===== config.mk =====
export PLATFORM = sky130hd
export DESIGN_NAME = pwm_multi_flat
export DESIGN_NICKNAME = d
export VERILOG_FILES = /design/src/rtl/pwm_multi_if.sv /design/src/rtl/pwm_multi.sv /design/src/flat_wrapper.sv
export SDC_FILE = /design/constraint.sdc
export NUM_CORES = 1
export LEC_CHECK = 0
export BUFFER_PORTS_ARGS = -buffer_cell sky130_fd_sc_hd__clkbuf_2
export CAP_MARGIN = 25
export CORE_AREA = 2 2 115 201
export DETAILED_ROUTE_END_ITERATION = 8
export DIE_AREA = 0 0 117 203
export SKIP_LAST_GASP = 1
export SYNTH_ARGS = -nofsm -noshare
export SYNTH_HDL_FRONTEND = slang
export SYNTH_SLANG_ARGS = --single-unit

===== constraint.sdc =====
create_clock -name sysclk -period 3.1 [get_ports sysclk]
set_clock_uncertainty 0.1 [all_clocks]
set_input_delay 0.31 -clock sysclk [delete_from_list [all_inputs] [get_ports sysclk]]
set_output_delay 0.31 -clock sysclk [all_outputs]
set_load 0.01 [all_outputs]

===== src/rtl/pwm_multi_if.sv =====
`default_nettype none
// ============================================================================
// Module   : pwm_multi_if
// Brief    : Duty-write strobe bus for pwm_multi (strobe, channel, value).
// Revision : 1.0 - initial release
// ============================================================================
interface pwm_multi_if #(
  parameter int WIDTH    = 8,
  parameter int CHANNELS = 4
);
  localparam int c_ch_w = (CHANNELS > 1) ? $clog2(CHANNELS) : 1;

  logic              i_wr;
  logic [c_ch_w-1:0] i_ch;
  logic [WIDTH-1:0]  i_d;

  modport master (output i_wr, i_ch, i_d);
  modport slave  (input  i_wr, i_ch, i_d);
endinterface
`default_nettype wire


===== src/rtl/pwm_multi.sv =====
`default_nettype none
// ============================================================================
// Module   : pwm_multi
// Brief    : Multi-channel PWM with shared period counter, clamped shadow
//            duty registers, glitch-free period-boundary reload, optional
//            phase stagger. Optional fade engine enabled by macro PWM_FADE_EN.
// Revision : 1.0 - initial release
// ============================================================================
module pwm_multi #(
  parameter int WIDTH     = 8,
  parameter int CHANNELS  = 4,
  parameter int DMIN      = 0,
  parameter int DMAX      = 255,
  parameter int STAGGER   = 0,
  parameter int FADE_STEP = 4
) (
  input  wire                 sysclk,
  input  wire                 i_rst_n,
  input  wire                 i_enb,
  pwm_multi_if.slave          wr_bus,
  output wire [CHANNELS-1:0]  o_pwm,
  output wire [WIDTH-1:0]     o_cnt,
  output wire                 o_period,
  output wire [CHANNELS-1:0]  o_fading
);

  localparam int               c_ch_w   = (CHANNELS > 1) ? $clog2(CHANNELS) : 1;
  localparam logic [c_ch_w:0]  c_ch_lim = (c_ch_w+1)'(CHANNELS);
  localparam logic [WIDTH-1:0] c_max    = '1;
  localparam logic [WIDTH-1:0] c_one    = WIDTH'(1);
  localparam logic [WIDTH-1:0] c_dmin   = WIDTH'(DMIN);
  localparam logic [WIDTH-1:0] c_dmax   = WIDTH'(DMAX);
  localparam int               c_ofs    = (STAGGER != 0) ? (2**WIDTH) / CHANNELS : 0;

  if (!((CHANNELS >= 1) && (CHANNELS <= 16) && (DMIN >= 0) && (DMIN <= DMAX) &&
        (DMAX < 2**WIDTH) && (FADE_STEP >= 1))) begin : g_bad_params
    $error("pwm_multi: illegal parameter set");
  end

  logic [WIDTH-1:0] r_cnt;
  logic             r_period;
  logic             w_boundary;
  logic             w_wr_ok;
  logic [WIDTH-1:0] w_d_clamp;

  // Counter parks at MAX while disabled so every disabled cycle is a boundary.
  always_ff @(posedge sysclk or negedge i_rst_n) begin
    if (!i_rst_n) begin
      r_cnt    <= c_max;
      r_period <= 1'b0;
    end else if (i_enb) begin
      r_cnt    <= r_cnt + c_one;
      r_period <= (r_cnt == c_max);
    end else begin
      r_cnt    <= c_max;
      r_period <= 1'b0;
    end
  end

  assign w_boundary = (r_cnt == c_max);
  assign w_wr_ok    = wr_bus.i_wr && ({1'b0, wr_bus.i_ch} < c_ch_lim);

  always_comb begin
    w_d_clamp = wr_bus.i_d;
    if (wr_bus.i_d < c_dmin) begin
      w_d_clamp = c_dmin;
    end else if (wr_bus.i_d > c_dmax) begin
      w_d_clamp = c_dmax;
    end
  end

  assign o_cnt    = r_cnt;
  assign o_period = r_period;

  for (genvar k = 0; k < CHANNELS; k++) begin : g_ch
    localparam logic [c_ch_w-1:0] c_idx   = c_ch_w'(k);
    localparam logic [WIDTH-1:0]  c_phase = WIDTH'(k * c_ofs);

    logic [WIDTH-1:0] r_shadow;
    logic [WIDTH-1:0] r_active;
    logic             r_pwm;
    logic             r_fading;
    logic [WIDTH-1:0] w_shadow_nxt;
    logic [WIDTH-1:0] w_active_nxt;
    logic [WIDTH-1:0] w_phase;

    assign w_shadow_nxt = (w_wr_ok && (wr_bus.i_ch == c_idx)) ? w_d_clamp : r_shadow;
    assign w_phase      = r_cnt + c_phase;

`ifdef PWM_FADE_EN
    localparam logic [WIDTH-1:0] c_step = WIDTH'(FADE_STEP);
    logic [WIDTH-1:0] w_diff_up;
    logic [WIDTH-1:0] w_diff_dn;

    assign w_diff_up = r_shadow - r_active;
    assign w_diff_dn = r_active - r_shadow;

    // Step toward the shadow by at most c_step, landing exactly on it.
    always_comb begin
      w_active_nxt = r_active;
      if (w_boundary) begin
        if (r_shadow > r_active) begin
          w_active_nxt = (w_diff_up > c_step) ? (r_active + c_step) : r_shadow;
        end else if (r_shadow < r_active) begin
          w_active_nxt = (w_diff_dn > c_step) ? (r_active - c_step) : r_shadow;
        end
      end
    end
`else
    // Active reads the pre-write shadow, so a colliding write lands a period later.
    assign w_active_nxt = w_boundary ? r_shadow : r_active;
`endif

    always_ff @(posedge sysclk or negedge i_rst_n) begin
      if (!i_rst_n) begin
        r_shadow <= c_dmin;
        r_active <= '0;
        r_pwm    <= 1'b0;
        r_fading <= 1'b0;
      end else begin
        r_shadow <= w_shadow_nxt;
        r_active <= w_active_nxt;
        r_pwm    <= i_enb && (w_phase < r_active);
        r_fading <= (w_active_nxt != w_shadow_nxt);
      end
    end

    assign o_pwm[k]    = r_pwm;
    assign o_fading[k] = r_fading;
  end

endmodule
`default_nettype wire


===== src/flat_wrapper.sv =====
// flat-port wrapper written by rule: the top's interface ports become plain ports
module pwm_multi_flat 
#(
  parameter int WIDTH     = 8,
  parameter int CHANNELS  = 4,
  parameter int DMIN      = 0,
  parameter int DMAX      = 255,
  parameter int STAGGER   = 0,
  parameter int FADE_STEP = 4
)
  (sysclk, i_rst_n, i_enb, o_pwm, o_cnt, o_period, o_fading, wr_bus_i_wr, wr_bus_i_ch, wr_bus_i_d);
  pwm_multi_if #(.WIDTH(WIDTH), .CHANNELS(CHANNELS)) wr_bus_i ();
  input  wire sysclk;
  input  wire i_rst_n;
  input  wire i_enb;
  output wire [CHANNELS-1:0] o_pwm;
  output wire [WIDTH-1:0] o_cnt;
  output wire o_period;
  output wire [CHANNELS-1:0] o_fading;
  input wire logic [$bits(wr_bus_i.i_wr)-1:0] wr_bus_i_wr;
  input wire logic [$bits(wr_bus_i.i_ch)-1:0] wr_bus_i_ch;
  input wire logic [$bits(wr_bus_i.i_d)-1:0] wr_bus_i_d;
  assign wr_bus_i.i_wr = wr_bus_i_wr;
  assign wr_bus_i.i_ch = wr_bus_i_ch;
  assign wr_bus_i.i_d = wr_bus_i_d;
  pwm_multi #(.WIDTH(WIDTH), .CHANNELS(CHANNELS), .DMIN(DMIN), .DMAX(DMAX), .STAGGER(STAGGER), .FADE_STEP(FADE_STEP)) u_core (.sysclk(sysclk), .i_rst_n(i_rst_n), .i_enb(i_enb), .wr_bus(wr_bus_i), .o_pwm(o_pwm), .o_cnt(o_cnt), .o_period(o_period), .o_fading(o_fading));
endmodule

==> impl_metrics.tcl, run 1 <==
set metrics [dict create \
    status "finished clean" \
    worst_setup_path_start_kind "register" \
    fin_crit_ns 2.783 \
    wl_per_cell_um 16.98 \
    drtPass1Iterations 5 \
    fp.dieArea_sq_mm 0.02375 \
    drv_slew 0 \
    period_share_pct 89.78 \
    yosysWarnings 0 \
    diodes 0 \
    power_density_mw_per_mm2 802.8 \
    insertion_delay_ns 0.35 \
    gp_congestion 0.8492 \
    ant_nets 0 \
    cp.arrival_ns 2.89 \
    cts_tree "built" \
    grt_max_degree 82 \
    grt_pass1_vias 4768 \
    area_growth_syn_to_layout_pct 12.02 \
    slowest_delay_ns 0.60 \
    grt_setup_unrepaired "no" \
    fmax_ghz 0.3593 \
    fin_ws_ns 0.3169 \
    grt_pass1_wl_mm 26.09 \
    pre_cts_ws_ns 0.3576 \
    overflow 0 \
    max_slew_margin_pct 53.62 \
    final_nets 711 \
    cp-end-kind "register" \
    cpMaxStageDelayCell "dfstp_2" \
    syn_avg_cell_area_sq_um 8.186 \
    viasPerCell 4.972 \
    clockRootBuffer "clkbuf_16" \
    hold_violations 0 \
    rows 72 \
    fin_setup_tns_ns 0 \
    clk_pin_slew_ns 0.07 \
    ys_ff_latch 81 \
    drive_above_1_share_pct 10.55 \
    io_buffer_count 30 \
    wl_mm 16.45 \
    placed_cell_area_sq_mm 0.005819 \
    core-area_sq_mm 0.02207 \
    io_pins 31 \
    setup_viol 0 \
    crit_required_ns 3.20 \
    clock-sinks 81 \
    synth_flop_cell "dfrtp_1" \
    ys_seq_area_share_pct 37.48 \
    synth_top_area_share_pct 33.61 \
    post_cts_buffers 0 \
    synth_async_sr_flop_share_pct 100.0 \
    synth-edff-count 0 \
    synth_area_leaders "dfrtp_1 34%, nand2_1 9.5%, ha_1 6.7%" \
    syn_inst 664 \
    num_vias 4818 \
    cts_max_level 3 \
    clockBufferDepth 2 \
    drv_cap 0 \
    irDropWorstVdd_mv 0.3407 \
    synth.net_count 707 \
    dpl.hpwl_mm 11.65 \
    die_h_um 203 \
    worstMarginPinSlew_ns 0.6931 \
    final_common_cell "nand2_1" \
    antenna_found_initial 0 \
    leakagePower_nw 2.620 \
    hold_class "primary input to register" \
    cp_max_fo 40 \
    synth_cell_types 47 \
    netlist_area_sq_mm 0.005435 \
    drc 0 \
    start_util_pct 24.63 \
    die-width_um 117 \
    finalInstanceArea_sq_mm 0.006088 \
    drt_iter0_drc 305 \
    setup.worst_path.class "register to register" \
    globalRouteTotalUtil_pct 14.35 \
    cts_buffers 9 \
    path_cells "ha_1, and4_1, nand2_1, buf_4, nor3_1, a21oi_1, a32oi_1, nand4_1" \
    most-common-layout-cells "138 x nand2_1, 73 x dfrtp_1, 66 x o21ai_0" \
    synth_top_area_cell "dfrtp_1" \
]
==> worst paths after layout <==
| check | from | to | slack [ns] | cells past startpoint |
|---|---|---|---|---|
| setup / recovery | u_core.o_cnt[1]$_DFF_PN1_ | u_core.g_ch[3].r_fading$_DFF_PN0_ | 0.32 | 8 |
| hold / removal | i_enb | u_core.o_cnt[2]$_DFF_PN1_ | 0.19 | 2 |
| setup reg to reg | u_core.o_cnt[1]$_DFF_PN1_ | u_core.g_ch[3].r_fading$_DFF_PN0_ | 0.32 | 8 |
| hold reg to reg | u_core.o_cnt[0]$_DFF_PN1_ | u_core.o_cnt[0]$_DFF_PN1_ | 0.39 | 1 |
| max in group asynchronous | i_rst_n | u_core.o_cnt[3]$_DFF_PN1_ | 2.05 | 3 |
| min in group asynchronous | i_rst_n | u_core.g_ch[0].r_shadow[6]$_DFF_PN0_ | 0.39 | 3 |
==> stage by stage <==
stage	utilization [%]	cells	power (mW)	hold slack [ns]
floorplan	-	664	3.248	-0.08559
global placement	26.37	952	3.856	0.2851
detailed placement	26.37	952	3.900	0.2945
CTS	27.58	969	4.902	0.1997
global route	27.58	969	5.274	0.2323
finish	27.58	969	4.888	0.1880
==> power breakdown <==
part / total, mW / leakage [nW] / switching, mW / internal, mW
Sequential: 1.79 / 0.997 / 0.405 / 1.39
Clock: 0.986 / 0.128 / 0.443 / 0.543
Combinational: 2.11 / 1.50 / 1.23 / 0.881
Total: 4.89 / 2.62 / 2.08 / 2.81
==> registers in the layout, summed over array words and instances (netlist names) <==
signal / count
u_core.g_ch.r_active: 32
u_core.g_ch.r_shadow: 32
u_core.o_cnt: 8
u_core.g_ch.r_fading: 4
u_core.g_ch.r_pwm: 4
u_core.o_period: 1
==> cell type report <==
class	instances	area, sq um
clock buffer	13	240.2
sequential	81	2037
timing repair buffer	47	307.8
fill	2338	15980
tap	296	370.4
clock inverter	3	18.77
multi-input combinational	497	2994
inverter	32	120.1
==> cell families after synthesis <==
family / after synthesis / synth area share (%)
AOI/OAI and AO/OA: 176 / 20.56
xor gates and xnor gates: 34 / 5.479
adders and majority gates: 29 / 6.676
buffers and inverters: 86 / 7.436
DFF: 81 / 37.48
and+or+nand+nor: 258 / 22.38
==> synth_stat cells (all sizes together), types with 13 or more instances <==
| master | number |
|---|---|
| a21o | 23 |
| a21oi | 36 |
| buf | 27 |
| clkbuf | 27 |
| dfrtp | 73 |
| ha | 29 |
| inv | 32 |
| nand2 | 138 |
| nor3 | 47 |
| nor4 | 13 |
| o21ai | 66 |
| xnor2 | 20 |
| xor2 | 14 |
==> routing by layer <==
metal	up-vias	track usage (%)	part of all wire, %	wire [um]
li1	2347	-	-	-
met2	118	25.64	53	8699
met3	44	1.433	3.6	594
met4	0	9.916	6.4	1055
met5	-	0	0	0
met1	2309	15.38	37	6103
==> critical path: cells and delay by family, from the launching register on <==
| kind | cells | cell delay [ns] |
|---|---|---|
| simple gates | 4 | 0.95 |
| fa+ha+maj | 1 | 0.24 |
| flops | 1 | 0.60 |
| buf+inv | 1 | 0.36 |
| compound gates | 2 | 0.37 |
==> repair_timing <==
action | CTS | global route
resized for setup | 0 | 0
endpoints found under the hold margin | 73 | 0
hold buffers | 1 | 0
Power figures use the tool's default switching activity.
==> run 2: changes to the inputs <==
==> constraint.sdc (replaced) <==
create_clock -name sysclk -period 2.3 [get_ports sysclk]
set_clock_uncertainty 0.1 [all_clocks]
set_input_delay 0.23 -clock sysclk [delete_from_list [all_inputs] [get_ports sysclk]]
set_output_delay 0.23 -clock sysclk [all_outputs]
set_load 0.01 [all_outputs]
==> impl_metrics.tcl, run 2 (same netlist as run 1, synthesis figures left out) <==
set metrics [dict create \
    status "finished clean" \
    fin_setup_tns_ns 0 \
    io_pins 31 \
    crit_required_ns 2.43 \
    fmax_ghz 0.4523 \
    wl_mm 16.61 \
    insertion_delay_ns 0.36 \
    cp_max_fo 22 \
    viasPerCell 4.912 \
    ant_nets 0 \
    grt_max_degree 37 \
    overflow 0 \
    dpl.hpwl_mm 12.15 \
    grt_pass1_vias 4870 \
    worstMarginPinSlew_ns 0.5140 \
    hold_violations 0 \
    cp.arrival_ns 2.34 \
    drc 0 \
    clockBufferDepth 2 \
    crit_buf_inv 1 \
    gp_congestion 0.9048 \
    leakagePower_nw 2.829 \
    wl_per_cell_um 16.49 \
    path_cells "ha_1, and4_4, and2_4, buf_12, or4_1, o311ai_0, o32a_1, nand4_1" \
    globalRouteTotalUtil_pct 14.60 \
    cts_buffers 9 \
    drtPass1Iterations 5 \
    power_density_mw_per_mm2 1068 \
    cpMaxStageDelayCell "or4_1" \
    fillers 2349 \
    drive_above_1_share_pct 16.32 \
    clk_pin_slew_ns 0.06 \
    cts_max_level 3 \
    cp-end-kind "register" \
    die-width_um 117 \
    post-route-util_pct 29.21 \
    start_util_pct 24.63 \
    critical-path-top-delay-family "simple AND/OR/NAND/NOR gates" \
    cts_tree "built" \
    core-area_sq_mm 0.02207 \
    max_slew_margin_pct 65.74 \
    drt_iter0_drc 233 \
    period_share_pct 96.13 \
    slowest_delay_ns 0.46 \
    fp.dieArea_sq_mm 0.02375 \
    worst_setup_path_start_kind "register" \
    setup_viol 0 \
    timing.reg2reg.setup_slack_ns 0.09 \
    drv_cap 0 \
    hold_class "primary input to register" \
    setup.worst_path.class "register to register" \
    fin_crit_ns 2.211 \
    clockRootBuffer "clkbuf_16" \
    pre_cts_ws_ns 0.01775 \
    antenna_found_initial 0 \
    drv_slew 0 \
    final_nets 749 \
    die_h_um 203 \
    diodes 0 \
    num_vias 4946 \
    rows 72 \
    clock-sinks 81 \
    area_growth_syn_to_layout_pct 18.60 \
    grt_pass1_wl_mm 26.28 \
    io_buffer_count 30 \
    final_common_cell "nand2_1" \
    most-common-layout-cells "138 x nand2_1, 73 x dfrtp_1, 66 x o21ai_0" \
    irDropWorstVdd_mv 0.3815 \
    fin_ws_ns 0.08895 \
    grt_setup_unrepaired "no" \
]
run 2: worst paths after layout:
check | depth (start not counted) | start | endpoint
max in group asynchronous | 3 | i_rst_n | u_core.o_cnt[7]$_DFF_PN1_
worst min register to register | 2 | u_core.g_ch[3].r_shadow[4]$_DFF_PN0_ | u_core.g_ch[3].r_shadow[4]$_DFF_PN0_
worst min-delay path | 2 | i_enb | u_core.o_cnt[3]$_DFF_PN1_
min in group asynchronous | 2 | i_rst_n | u_core.g_ch[0].r_shadow[6]$_DFF_PN0_
worst max-delay path | 8 | u_core.o_cnt[0]$_DFF_PN1_ | u_core.g_ch[1].r_fading$_DFF_PN0_
worst max register to register | 8 | u_core.o_cnt[0]$_DFF_PN1_ | u_core.g_ch[1].r_fading$_DFF_PN0_
run 2: report_power, final:
group / total, mW / switching (mW) / internal (mW)
Clock: 1.49 / 0.622 / 0.867
Combinational: 3.05 / 1.68 / 1.37
Sequential: 2.35 / 0.480 / 1.87
run 2: area by class of cell:
class                           instances  area [sq um]  area share [%]
Sequential cell                        81          2037           31.60
Tap cell                              296         370.4           5.745
Inverter                               32         120.1           1.863
Clock inverter                          5         55.05          0.8540
Clock buffer                           11         242.7           3.766
Multi-Input combinational cell        497          3012           46.72
Timing Repair Buffer                   85         609.3           9.453
run 2: what timing repair did:
action | 4_1_cts | 5_1_grt
buffers inserted | 0 | 0
endpoints found under the hold margin | 28 | 0
endpoints found under the setup margin | 0 | 3
resized for setup | 0 | 7
hold buffers | 1 | 0
run 2: worst reg2reg max path, stage by stage (launching register included):
cell and delay (ns):
dfstp_2 0.37, ha_1 0.20, and4_4 0.17, and2_4 0.18
buf_12 0.16, or4_1 0.47, o311ai_0 0.12, o32a_1 0.24
nand4_1 0.10
run 2: per-layer routing:
layer | GRT usage [%] | up-vias | wire length, um
li1 | - | 2431 | -
met1 | 15.65 | 2371 | 6264
met4 | 9.538 | 0 | 945
met3 | 2.328 | 38 | 509
met2 | 25.78 | 106 | 8890
met5 | 0 | - | 0
run 2: stage by stage:
| stage | cell area [sq um] | total power, mW | hold WS, ns | instances |
|---|---|---|---|---|
| after floorplan | 5435 | 4.378 | -0.1656 | 664 |
| after global placement | 6117 | 5.322 | 0.09321 | 990 |
| after detailed placement | 6117 | 5.386 | 0.09791 | 990 |
| after CTS | 6425 | 6.901 | 0.1489 | 1007 |
| after global routing | 6446 | 7.421 | 0.1639 | 1007 |
| final | 6446 | 6.886 | 0.1404 | 1007 |
==> run 3: changes to the inputs <==
--- a/config.mk
+++ b/config.mk
@@ -5,7 +5,7 @@
 export SDC_FILE = /design/constraint.sdc
 export NUM_CORES = 1
 export LEC_CHECK = 0
-export BUFFER_PORTS_ARGS = -buffer_cell sky130_fd_sc_hd__clkbuf_2
+export BUFFER_PORTS_ARGS = -buffer_cell sky130_fd_sc_hd__buf_2
 export CAP_MARGIN = 25
 export CORE_AREA = 2 2 115 201
 export DETAILED_ROUTE_END_ITERATION = 8
==> impl_metrics.tcl, run 3 (same netlist as run 1, synthesis figures left out) <==
set metrics [dict create \
    status "finished clean" \
    insertion_delay_ns 0.36 \
    p_sw_mw 2.809 \
    drtPass1Iterations 5 \
    p_comb_share_pct 45.9 \
    path_cells "ha_4, and4_4, and2_4, buf_12, buf_8, o41ai_4, a211oi_2, nor4_2, buf_4, nand4_1" \
    cts_buffers 9 \
    final_common_cell "nand2_1" \
    gp_congestion 0.8297 \
    drv_slew 0 \
    fin_setup_tns_ns 0 \
    drc 0 \
    grt_pass1_vias 4891 \
    ant_nets 0 \
    viasPerCell 4.980 \
    p_sw_share_pct 40.87 \
    slowest_delay_ns 0.38 \
    die_h_um 203 \
    fp.dieArea_sq_mm 0.02375 \
    antenna_found_initial 1 \
    crit_required_ns 2.43 \
    clkPwrFrac_pct 19.8 \
    clockRootBuffer "clkbuf_16" \
    leakagePower_nw 2.841 \
    rows 72 \
    overflow 0 \
    critical-path-top-delay-family "simple AND/OR/NAND/NOR gates" \
    cp-end-kind "register" \
    power.internal_mw 4.065 \
    io_pins 31 \
    power_density_mw_per_mm2 1057 \
    fillers 2356 \
    die-width_um 117 \
    cpMaxStageDelayCell "dfstp_2" \
    drive_above_1_share_pct 16.78 \
    clk_pin_slew_ns 0.06 \
    num_vias 5040 \
    crit_buf_inv 3 \
    drv_cap 0 \
    clockBufferDepth 2 \
    cts_tree "built" \
    cp.arrival_ns 2.36 \
    drt_iter0_drc 306 \
    cp_max_fo 7 \
    worstMarginPinSlew_ns 0.4981 \
    post-route-util_pct 29.46 \
    most-common-layout-cells "138 x nand2_1, 73 x dfrtp_1, 65 x o21ai_0" \
    setup_viol 0 \
    cts_max_level 3 \
    dpl.hpwl_mm 11.91 \
    grt_setup_unrepaired "yes" \
    final_nets 753 \
    core-area_sq_mm 0.02207 \
    period_share_pct 96.76 \
    globalRouteTotalUtil_pct 14.53 \
    fmax_ghz 0.4494 \
    worst_setup_path_start_kind "register" \
    irDropWorstVdd_mv 0.3727 \
    grt_max_degree 43 \
    io_buffer_count 30 \
    hold_class "primary input to register" \
    max_slew_margin_pct 66.79 \
    start_util_pct 24.63 \
    fin_crit_ns 2.225 \
    setup.worst_path.class "register to register" \
    hold_violations 0 \
    wl_mm 16.69 \
    area_growth_syn_to_layout_pct 19.64 \
    power_frac_seq_pct 34.3 \
    grt_pass1_wl_mm 26.21 \
    wl_per_cell_um 16.49 \
    clock-sinks 81 \
]
## run 3: changes by cell type in the layout (fill, tap and decap cells not counted), moves of 2 or more
| cell | previous run | this run |
|---|---|---|
| clkbuf_2 | 29 | 0 |
| buf_4 | 51 | 53 |
| clkbuf_1 | 1 | 3 |
| buf_2 | 0 | 29 |
## run 3: layer usage
metal  wire, um  vias up  global-route usage (%)
li1           -     2438                       -
met1       6150     2428                   15.89
met2       8718      125                   24.77
met3        600       49                   2.060
met4       1222        0                   10.92
met5          0        -                       0
## run 3: per-stage QoR
stage          hold slack, ns  power (mW)  cells  cell area (sq um)  setup WS (ns)
6_report               0.1112       6.874   1012               6502        0.07457
5_1_grt                0.1142       7.423   1012               6502       -0.05483
4_1_cts               0.09991       6.790   1007               6395        0.04647
3_5_place_dp          0.02216       5.401    990               6117        0.05590
3_3_place_gp          0.01810       5.329    990               6117        0.07550
2_1_floorplan         -0.1656       4.378    664               5435        0.09259
## run 3: timing repair
| action | 4_1_cts | 5_1_grt |
|---|---|---|
| setup endpoints to repair | 0 | 4 |
| resized for setup | 0 | 13 |
| buffers inserted | 0 | 4 |
| endpoints found under the hold margin | 50 | 0 |
| hold buffers | 1 | 0 |
## run 3: path summary, 6_finish.rpt
kind | from | cells after the start | slack [ns] | end
worst max register to register | u_core.o_cnt[0]$_DFF_PN1_ | 10 | 0.07 | u_core.g_ch[0].r_fading$_DFF_PN0_
worst min register to register | u_core.g_ch[1].r_shadow[1]$_DFF_PN0_ | 2 | 0.46 | u_core.g_ch[1].r_shadow[1]$_DFF_PN0_
worst max-delay path | u_core.o_cnt[0]$_DFF_PN1_ | 10 | 0.07 | u_core.g_ch[0].r_fading$_DFF_PN0_
max in group asynchronous | i_rst_n | 3 | 1.31 | u_core.g_ch[2].r_active[6]$_DFF_PN0_
worst min-delay path | i_enb | 2 | 0.11 | u_core.o_cnt[5]$_DFF_PN1_
min in group asynchronous | i_rst_n | 2 | 0.19 | u_core.g_ch[0].r_shadow[6]$_DFF_PN0_
## run 3: area by class of cell
cell class	count	area, sq um	share of cell area (%)
clock buffers	13	250.2	3.848
clock inverters	3	17.52	0.2694
multi-input cells	497	3045	46.83
well taps	296	370.4	5.696
flip-flops and latches	81	2037	31.33
inverters	32	120.1	1.847
diodes	1	2.502	0.03848
repair buffers	89	659.4	10.14
## run 3: power groups by stage
stage	Combinational (mW)	Sequential (mW)	Clock, mW
6_report	3.16	2.36	1.36
5_1_grt	3.55	2.42	1.45
4_1_cts	3.06	2.34	1.39
3_5_place_dp	3.04	2.36	0
3_3_place_gp	2.98	2.35	0
2_1_floorplan	2.09	2.28	0
## run 3: worst reg2reg max path: stages, from the launching register on
cell and delay [ns]:
dfstp_2 0.38, ha_4 0.15, and4_4 0.15, and2_4 0.15, buf_12 0.14, buf_8 0.13
o41ai_4 0.32, a211oi_2 0.09, nor4_2 0.28, buf_4 0.15, nand4_1 0.06
